[src/rtl/packet_types.sv]
// Shared node-state types: node ids, routing-table entries and join FSM states.
package packet_types;

  localparam int NODE_ID_W = 8;
  localparam int RT_SIZE   = 16;

  typedef logic [NODE_ID_W-1:0] node_id_t;

  localparam node_id_t ROOT_NODE_ID = '0;

  typedef struct packed {
    logic     valid;
    node_id_t key;
    node_id_t value;
  } routing_entry_t;

  typedef routing_entry_t [RT_SIZE-1:0] routing_table_t;

  typedef enum logic [1:0] {
    JS_INIT,
    JS_UNJOINED,
    JS_WAIT_REPLY,
    JS_JOINED
  } join_state_e;

endpackage

[src/rtl/node_state_manager_if.sv]
// Update strobes from system_flit_comb plus the join-request handshake to the flit sender.
interface node_state_manager_if;
  import packet_types::*;

  logic     apply_valid;
  logic     update_parent_valid;
  node_id_t update_parent_node_id;
  logic     update_this_node_valid;
  node_id_t update_this_node_id;
  logic     update_routing_table_valid;
  node_id_t update_routing_table_key;
  node_id_t update_routing_table_value;
  logic     update_routing_id_counter_valid;
  logic     join_req_ready;
  logic     join_req_valid;

  modport master (
    output apply_valid,
    output update_parent_valid,
    output update_parent_node_id,
    output update_this_node_valid,
    output update_this_node_id,
    output update_routing_table_valid,
    output update_routing_table_key,
    output update_routing_table_value,
    output update_routing_id_counter_valid,
    output join_req_ready,
    input  join_req_valid
  );

  modport slave (
    input  apply_valid,
    input  update_parent_valid,
    input  update_parent_node_id,
    input  update_this_node_valid,
    input  update_this_node_id,
    input  update_routing_table_valid,
    input  update_routing_table_key,
    input  update_routing_table_value,
    input  update_routing_id_counter_valid,
    input  join_req_ready,
    output join_req_valid
  );

endinterface

[src/rtl/node_state_manager_routing_table_regs.sv]
// Routing-table storage: overwrite on key match, else fill lowest free slot, else flag a drop.
module routing_table_regs
  import packet_types::*;
#(
  parameter int ROUTING_TABLE_SIZE = RT_SIZE
) (
  input  logic           clk,
  input  logic           rst_n,
  input  logic           wr_en,
  input  node_id_t       wr_key,
  input  node_id_t       wr_value,
  output routing_table_t rt_q,
  output logic           full_err
);

  localparam int IDX_W = $clog2(ROUTING_TABLE_SIZE);

  logic             hit;
  logic [IDX_W-1:0] hit_idx;
  logic             free;
  logic [IDX_W-1:0] free_idx;

  // Scanning downwards lets the lowest matching / free index win.
  always_comb begin
    hit      = 1'b0;
    hit_idx  = '0;
    free     = 1'b0;
    free_idx = '0;
    for (int i = ROUTING_TABLE_SIZE - 1; i >= 0; i--) begin
      if (rt_q[i].valid && (rt_q[i].key == wr_key)) begin
        hit     = 1'b1;
        hit_idx = IDX_W'(i);
      end
      if (!rt_q[i].valid) begin
        free     = 1'b1;
        free_idx = IDX_W'(i);
      end
    end
  end

  always_ff @(posedge clk or negedge rst_n) begin
    if (!rst_n) begin
      rt_q     <= '0;
      full_err <= 1'b0;
    end else begin
      full_err <= 1'b0;
      if (wr_en) begin
        if (hit) begin
          rt_q[hit_idx].value <= wr_value;
        end else if (free) begin
          rt_q[free_idx] <= '{valid: 1'b1, key: wr_key, value: wr_value};
        end else begin
          full_err <= 1'b1;
        end
      end
    end
  end

endmodule

[src/rtl/node_state_manager.sv]
// Registered node state fed back to system_flit_comb, plus the join FSM with timed retries.
module node_state_manager
  import packet_types::*;
#(
  parameter int       ROUTING_TABLE_SIZE = RT_SIZE,
  parameter int       JOIN_RETRY_CYCLES  = 1024,
  parameter int       MAX_JOIN_RETRIES   = 4,
  parameter node_id_t ROOT_NODE_ID       = packet_types::ROOT_NODE_ID
) (
  input  logic                 clk,
  input  logic                 rst_n,
  input  logic                 is_root,
  input  node_id_t             random_id,
  node_state_manager_if.slave  bus,
  output logic                 joined,
  output node_id_t             temporal_id,
  output node_id_t             this_node_id,
  output node_id_t             parent_node_id,
  output routing_table_t       routing_table,
  output node_id_t             routing_id_counter,
  output logic                 table_full_err,
  output logic                 counter_exhausted
);

  localparam int TIMER_W = (JOIN_RETRY_CYCLES > 1) ? $clog2(JOIN_RETRY_CYCLES) : 1;
  localparam int RETRY_W = $clog2(MAX_JOIN_RETRIES + 1);
  localparam logic [TIMER_W-1:0] TIMER_LOAD = TIMER_W'(JOIN_RETRY_CYCLES - 1);
  localparam logic [RETRY_W-1:0] RETRY_LAST = RETRY_W'(MAX_JOIN_RETRIES - 1);
  localparam node_id_t ID_MAX = '1;

  join_state_e        state;
  logic [TIMER_W-1:0] retry_timer;
  logic [RETRY_W-1:0] retry_cnt;

  logic apply_parent;
  logic apply_this;
  logic apply_counter;

  assign apply_parent      = bus.apply_valid & bus.update_parent_valid;
  assign apply_this        = bus.apply_valid & bus.update_this_node_valid;
  assign apply_counter     = bus.apply_valid & bus.update_routing_id_counter_valid;
  assign counter_exhausted = (routing_id_counter == ID_MAX);

  always_ff @(posedge clk or negedge rst_n) begin
    if (!rst_n) begin
      state              <= JS_INIT;
      retry_timer        <= '0;
      retry_cnt          <= '0;
      bus.join_req_valid <= 1'b0;
      joined             <= 1'b0;
      temporal_id        <= '0;
      this_node_id       <= '0;
      parent_node_id     <= '0;
      routing_id_counter <= '0;
    end else begin
      if ((state != JS_INIT) && apply_parent) begin
        parent_node_id <= bus.update_parent_node_id;
      end
      // Only a joined root hands out ids; the counter sticks at all-ones.
      if (apply_counter && is_root && joined && (routing_id_counter != ID_MAX)) begin
        routing_id_counter <= routing_id_counter + node_id_t'(1);
      end

      case (state)
        JS_INIT: begin
          if (is_root) begin
            state              <= JS_JOINED;
            joined             <= 1'b1;
            this_node_id       <= ROOT_NODE_ID;
            parent_node_id     <= ROOT_NODE_ID;
            routing_id_counter <= ROOT_NODE_ID + node_id_t'(1);
          end else begin
            state              <= JS_UNJOINED;
            temporal_id        <= random_id;
            bus.join_req_valid <= 1'b1;
          end
        end
        JS_UNJOINED: begin
          if (bus.join_req_valid && bus.join_req_ready) begin
            state              <= JS_WAIT_REPLY;
            bus.join_req_valid <= 1'b0;
            retry_timer        <= TIMER_LOAD;
          end
        end
        JS_WAIT_REPLY: begin
          // A reply beats a timeout landing in the same cycle.
          if (apply_this) begin
            state        <= JS_JOINED;
            joined       <= 1'b1;
            this_node_id <= bus.update_this_node_id;
            retry_cnt    <= '0;
          end else if (retry_timer == '0) begin
            state              <= JS_UNJOINED;
            bus.join_req_valid <= 1'b1;
            if (retry_cnt == RETRY_LAST) begin
              temporal_id <= random_id;
              retry_cnt   <= '0;
            end else begin
              retry_cnt <= retry_cnt + RETRY_W'(1);
            end
          end else begin
            retry_timer <= retry_timer - TIMER_W'(1);
          end
        end
        JS_JOINED: begin
        end
        default: state <= JS_INIT;
      endcase
    end
  end

  routing_table_regs #(
    .ROUTING_TABLE_SIZE(ROUTING_TABLE_SIZE)
  ) u_routing_table_regs (
    .clk      (clk),
    .rst_n    (rst_n),
    .wr_en    (bus.apply_valid & bus.update_routing_table_valid),
    .wr_key   (bus.update_routing_table_key),
    .wr_value (bus.update_routing_table_value),
    .rt_q     (routing_table),
    .full_err (table_full_err)
  );

endmodule

[src/flat_wrapper.sv]
// flat-port wrapper written by rule: the top's interface ports become plain ports
module node_state_manager_flat import packet_types::*;
#(
  parameter int       ROUTING_TABLE_SIZE = RT_SIZE,
  parameter int       JOIN_RETRY_CYCLES  = 1024,
  parameter int       MAX_JOIN_RETRIES   = 4,
  parameter node_id_t ROOT_NODE_ID       = packet_types::ROOT_NODE_ID
)
  (clk, rst_n, is_root, random_id, joined, temporal_id, this_node_id, parent_node_id, routing_table, routing_id_counter, table_full_err, counter_exhausted, bus_apply_valid, bus_update_parent_valid, bus_update_parent_node_id, bus_update_this_node_valid, bus_update_this_node_id, bus_update_routing_table_valid, bus_update_routing_table_key, bus_update_routing_table_value, bus_update_routing_id_counter_valid, bus_join_req_ready, bus_join_req_valid);
  node_state_manager_if bus_i ();
  input  logic clk;
  input  logic rst_n;
  input  logic is_root;
  input  node_id_t random_id;
  output logic joined;
  output node_id_t temporal_id;
  output node_id_t this_node_id;
  output node_id_t parent_node_id;
  output routing_table_t routing_table;
  output node_id_t routing_id_counter;
  output logic table_full_err;
  output logic counter_exhausted;
  input wire logic [$bits(bus_i.apply_valid)-1:0] bus_apply_valid;
  input wire logic [$bits(bus_i.update_parent_valid)-1:0] bus_update_parent_valid;
  input wire logic [$bits(bus_i.update_parent_node_id)-1:0] bus_update_parent_node_id;
  input wire logic [$bits(bus_i.update_this_node_valid)-1:0] bus_update_this_node_valid;
  input wire logic [$bits(bus_i.update_this_node_id)-1:0] bus_update_this_node_id;
  input wire logic [$bits(bus_i.update_routing_table_valid)-1:0] bus_update_routing_table_valid;
  input wire logic [$bits(bus_i.update_routing_table_key)-1:0] bus_update_routing_table_key;
  input wire logic [$bits(bus_i.update_routing_table_value)-1:0] bus_update_routing_table_value;
  input wire logic [$bits(bus_i.update_routing_id_counter_valid)-1:0] bus_update_routing_id_counter_valid;
  input wire logic [$bits(bus_i.join_req_ready)-1:0] bus_join_req_ready;
  output wire logic [$bits(bus_i.join_req_valid)-1:0] bus_join_req_valid;
  assign bus_i.apply_valid = bus_apply_valid;
  assign bus_i.update_parent_valid = bus_update_parent_valid;
  assign bus_i.update_parent_node_id = bus_update_parent_node_id;
  assign bus_i.update_this_node_valid = bus_update_this_node_valid;
  assign bus_i.update_this_node_id = bus_update_this_node_id;
  assign bus_i.update_routing_table_valid = bus_update_routing_table_valid;
  assign bus_i.update_routing_table_key = bus_update_routing_table_key;
  assign bus_i.update_routing_table_value = bus_update_routing_table_value;
  assign bus_i.update_routing_id_counter_valid = bus_update_routing_id_counter_valid;
  assign bus_i.join_req_ready = bus_join_req_ready;
  assign bus_join_req_valid = bus_i.join_req_valid;
  node_state_manager #(.ROUTING_TABLE_SIZE(ROUTING_TABLE_SIZE), .JOIN_RETRY_CYCLES(JOIN_RETRY_CYCLES), .MAX_JOIN_RETRIES(MAX_JOIN_RETRIES), .ROOT_NODE_ID(ROOT_NODE_ID)) u_core (.clk(clk), .rst_n(rst_n), .is_root(is_root), .random_id(random_id), .bus(bus_i), .joined(joined), .temporal_id(temporal_id), .this_node_id(this_node_id), .parent_node_id(parent_node_id), .routing_table(routing_table), .routing_id_counter(routing_id_counter), .table_full_err(table_full_err), .counter_exhausted(counter_exhausted));
endmodule
[config.mk]
export PLATFORM = sky130hd
export DESIGN_NAME = node_state_manager_flat
export DESIGN_NICKNAME = d
export VERILOG_FILES = /design/src/rtl/packet_types.sv /design/src/rtl/node_state_manager_if.sv /design/src/rtl/node_state_manager_routing_table_regs.sv /design/src/rtl/node_state_manager.sv /design/src/flat_wrapper.sv
export SDC_FILE = /design/constraint.sdc
export NUM_CORES = 1
export LEC_CHECK = 0
export CELL_PAD_IN_SITES_DETAIL_PLACEMENT = 0
export CELL_PAD_IN_SITES_GLOBAL_PLACEMENT = 1
export CORE_UTILIZATION = 43
export CTS_BUF_LIST = sky130_fd_sc_hd__clkbuf_16
export DETAILED_ROUTE_END_ITERATION = 8
export PLACE_DENSITY = 0.85
export SYNTH_ARGS = -nofsm -noshare
export SYNTH_HDL_FRONTEND = slang
export SYNTH_HIERARCHICAL = 1
export SYNTH_SLANG_ARGS = --single-unit
[constraint.sdc]
create_clock -name clk -period 4.9 [get_ports clk]
set_input_delay 1.47 -clock clk [delete_from_list [all_inputs] [get_ports clk]]
set_output_delay 1.47 -clock clk [all_outputs]
set_load 0.05 [all_outputs]
==> results.py <==
metrics = {
    "power_and_ir_drop": {
        "p_leak_nw": 9.16,
        "irDropWorstVdd_uv": 528,
        "power_density_nw_per_um2": 628,
    },
    "status": {
        "status": "completed",
    },
    "placed_design": {
        "gp_congestion": 0.866,
        "io_buffers": 356,
        "hpwl_microns": 32200,
        "dp_cells": 2025,
        "pre_cts_slack_ps": -56.2,
    },
    "sta": {
        "relSlewSlack_pct": 27.6,
        "finalWorstSetupSlack_ps": 433,
        "hold_viol": 0,
        "min_period_ps": 4470,
        "setup-violations-final": 0,
        "finalCritPeriodShare_pct": 91.2,
        "slew_violations": 0,
        "whs_ps": 490,
        "tightest_slew_ps": 1090,
        "max_freq_ghz": 0.224,
        "rsz0062_at_grt": "no",
        "fin_worst_skew_ps": 14.5,
    },
    "clock_tree": {
        "clockBufferDepth": 3,
        "clk_latency_ps": 520,
        "post_cts_buffers": 0,
        "cts.hold.buffers_added": 0,
        "clock-sinks": 322,
        "cts_resized": 0,
        "clk_pin_slew_worst_paths_ps": 60,
        "cts_root_buf": "clkbuf_16",
        "cts_tree": "done",
        "h-tree-depth": 2,
        "cts_buffers": 36,
    },
    "layout": {
        "fin_cells": 2089,
        "antenna_cells": 0,
        "drive_above_1_share_pct": 25.6,
        "area_delta_synth_final_pct": 36.5,
        "layout.nets": 1664,
    },
    "routing": {
        "num_vias": 11300,
        "drtPass1Iterations": 5,
        "drt_iter0_drc": 547,
        "vias_per_cell": 5.39,
        "post_drt_wl_per_cell_microns": 21.1,
        "antenna_left": 0,
        "post-route-drc-count": 0,
        "routed_wl_microns": 44000,
    },
    "global_routing": {
        "groute.usage.overall_pct": 24.0,
        "grt_pass1_wl_microns": 67300,
        "grt_pass1_vias": 11500,
        "grt_overflow": 0,
        "grt_max_degree": 98,
        "antenna_found_initial": 0,
    },
    "critical_path": {
        "ff2ff_path_depth": 10,
        "worst_setup_path_end_kind": "flip-flop",
        "worst-endpoint-required_ps": 5300,
        "crit_type": "in2reg",
        "critPathLaunchType": "primary input",
        "cp_max_fo": 26,
        "crit_arrival_ps": 4860,
    },
    "yosys": {
        "ys_async_sr_fraction_pct": 100,
        "syn_nets": 1266,
        "synth_cell_type_count": 86,
        "yosysSeqAreaShare_pct": 52.3,
        "syn_inst": 1210,
        "synth_enable_flop_cells": 0,
        "ys_ff_latch": 322,
        "yosysTopAreaCell": "dfrtp_1",
        "synth_top_area_share_pct": 52.3,
        "avgSynthCellArea_sq_um": 12.7,
        "synth_common_cells": "322 x dfrtp_1, 223 x mux2_2, 121 x xnor2_1, 76 x nand2_1, 52 x nand3_1",
        "yosysWarnings": 6,
        "ys_top_cells_by_area": "dfrtp_1 52%, mux2_2 16%, xnor2_1 6.9%",
        "synthFlopType": "dfrtp_1",
        "syn_area_sq_um": 15400,
        "yosysMostFrequentCell": "dfrtp_1",
    },
    "min_path": {
        "hold_depth": 1,
        "hp-class": "reg2reg",
    },
    "floorplanning": {
        "chipHeight_microns": 191,
        "io-pin-count": 357,
        "die_w_microns": 191,
        "core_area_sq_um": 34900,
        "num_rows": 68,
        "initial_utilization_pct": 44.2,
        "dieArea_sq_um": 36600,
    },
    "flow_run": {
        "maxCapViolCount": 0,
    },
}
==> power breakdown <==
part / switching, mW / total [mW] / internal (mW)
Sequential: 0.697 / 4.12 / 3.43
Combinational: 4.10 / 6.50 / 2.40
Clock: 1.07 / 2.59 / 1.53
Total: 5.86 / 13.2 / 7.35
==> cell usage in the layout, fill, tap and decap left out, types with 12 or more instances in the layout <==
master,Yosys,routed
clkdlybuf4s50_1,0,355
dfrtp_1,322,322
mux2_2,223,223
xnor2_1,121,121
nand2_1,76,76
nand3_1,52,52
buf_4,7,45
clkbuf_16,0,37
nand4_1,32,32
inv_1,23,30
mux2_4,24,24
nor2_1,22,22
nor3_1,22,22
buf_12,1,22
mux2_1,20,20
or2_2,16,16
o21ai_0,16,16
or3_1,13,13
a21oi_1,12,12
==> final timing paths <==
| check | start | end | slack, ps |
|---|---|---|---|
| min in group asynchronous | rst_n | u_core/u_routing_table_regs/rt_q[132] | 900 |
| max in group asynchronous | rst_n | u_core/u_routing_table_regs/rt_q[195] | 3060 |
| max | bus_update_routing_table_key[7] | u_core/u_routing_table_regs/rt_q[105] | 430 |
| min | u_core/u_routing_table_regs/rt_q[87] | u_core/u_routing_table_regs/rt_q[87] | 490 |
| max reg2reg | u_core/u_routing_table_regs/rt_q[246] | u_core/u_routing_table_regs/rt_q[190] | 1670 |
| min reg2reg | u_core/u_routing_table_regs/rt_q[87] | u_core/u_routing_table_regs/rt_q[87] | 490 |
==> through the flow <==
stage | util, % | power (mW) | cell area, sq um | TNS (ps)
after CTS | 60.3 | 13.3 | 21000 | 0
after global routing | 60.3 | 13.8 | 21000 | 0
after floorplan | - | 8.37 | 15400 | 0
after detailed placement | 57.1 | 10.7 | 19900 | -357
final | 60.3 | 13.2 | 21000 | 0
after global placement | 57.1 | 10.6 | 19900 | -10.7
==> flip-flops by register name (all words and copies together) (netlist names), 2 cells and up <==
signal,flops
u_core/parent_node_id,8
u_core/retry_cnt,3
u_core/retry_timer,10
u_core/routing_id_counter,8
u_core/state,2
u_core/temporal_id,8
u_core/this_node_id,8
u_core/u_routing_table_regs/rt_q,272
==> final cells by class <==
class | instances | area (sq um)
clock inverters | 27 | 200
clock buffers | 37 | 926
repair buffers | 423 | 4350
multi-input cells | 802 | 6860
well taps | 455 | 569
fillers | 2872 | 13800
inverters | 23 | 86.3
flip-flops and latches | 322 | 8060
==> layer usage <==
layer | vias up | GRT usage, % | part of all wire [%]
li1 | 5079 | - | -
met1 | 5702 | 32.3 | 43
met2 | 386 | 38.5 | 48
met3 | 86 | 4.53 | 5.9
met4 | 0 | 8.70 | 3.1
met5 | - | 0 | 0
==> worst max-delay path: stages <==
cell             delay [ps]
clkdlybuf4s50_1         550
buf_12                  220
buf_4                   190
xnor2_1                 180
nand3_1                 110
nor4_1                  460
nand2b_1                300
o21bai_2                210
nand4_1                 270
o21bai_2                480
mux2_2                  400
==> cell families (layout without fill, tap and decap cells) <==
group | after synthesis | count (layout) | share of synthesized area (%)
flip-flops | 322 | 322 | 52.3
AND/OR/NAND/NOR | 306 | 306 | 11.1
multiplexers | 273 | 273 | 20.5
XOR/XNOR | 129 | 129 | 7.33
AO/OA/AOI/OAI | 87 | 87 | 4.96
buffers and inverters | 86 | 510 | 3.25
adder cells (fa/ha/maj) | 7 | 7 | 0.568
Note: power is estimated with default switching activity, not from simulation.
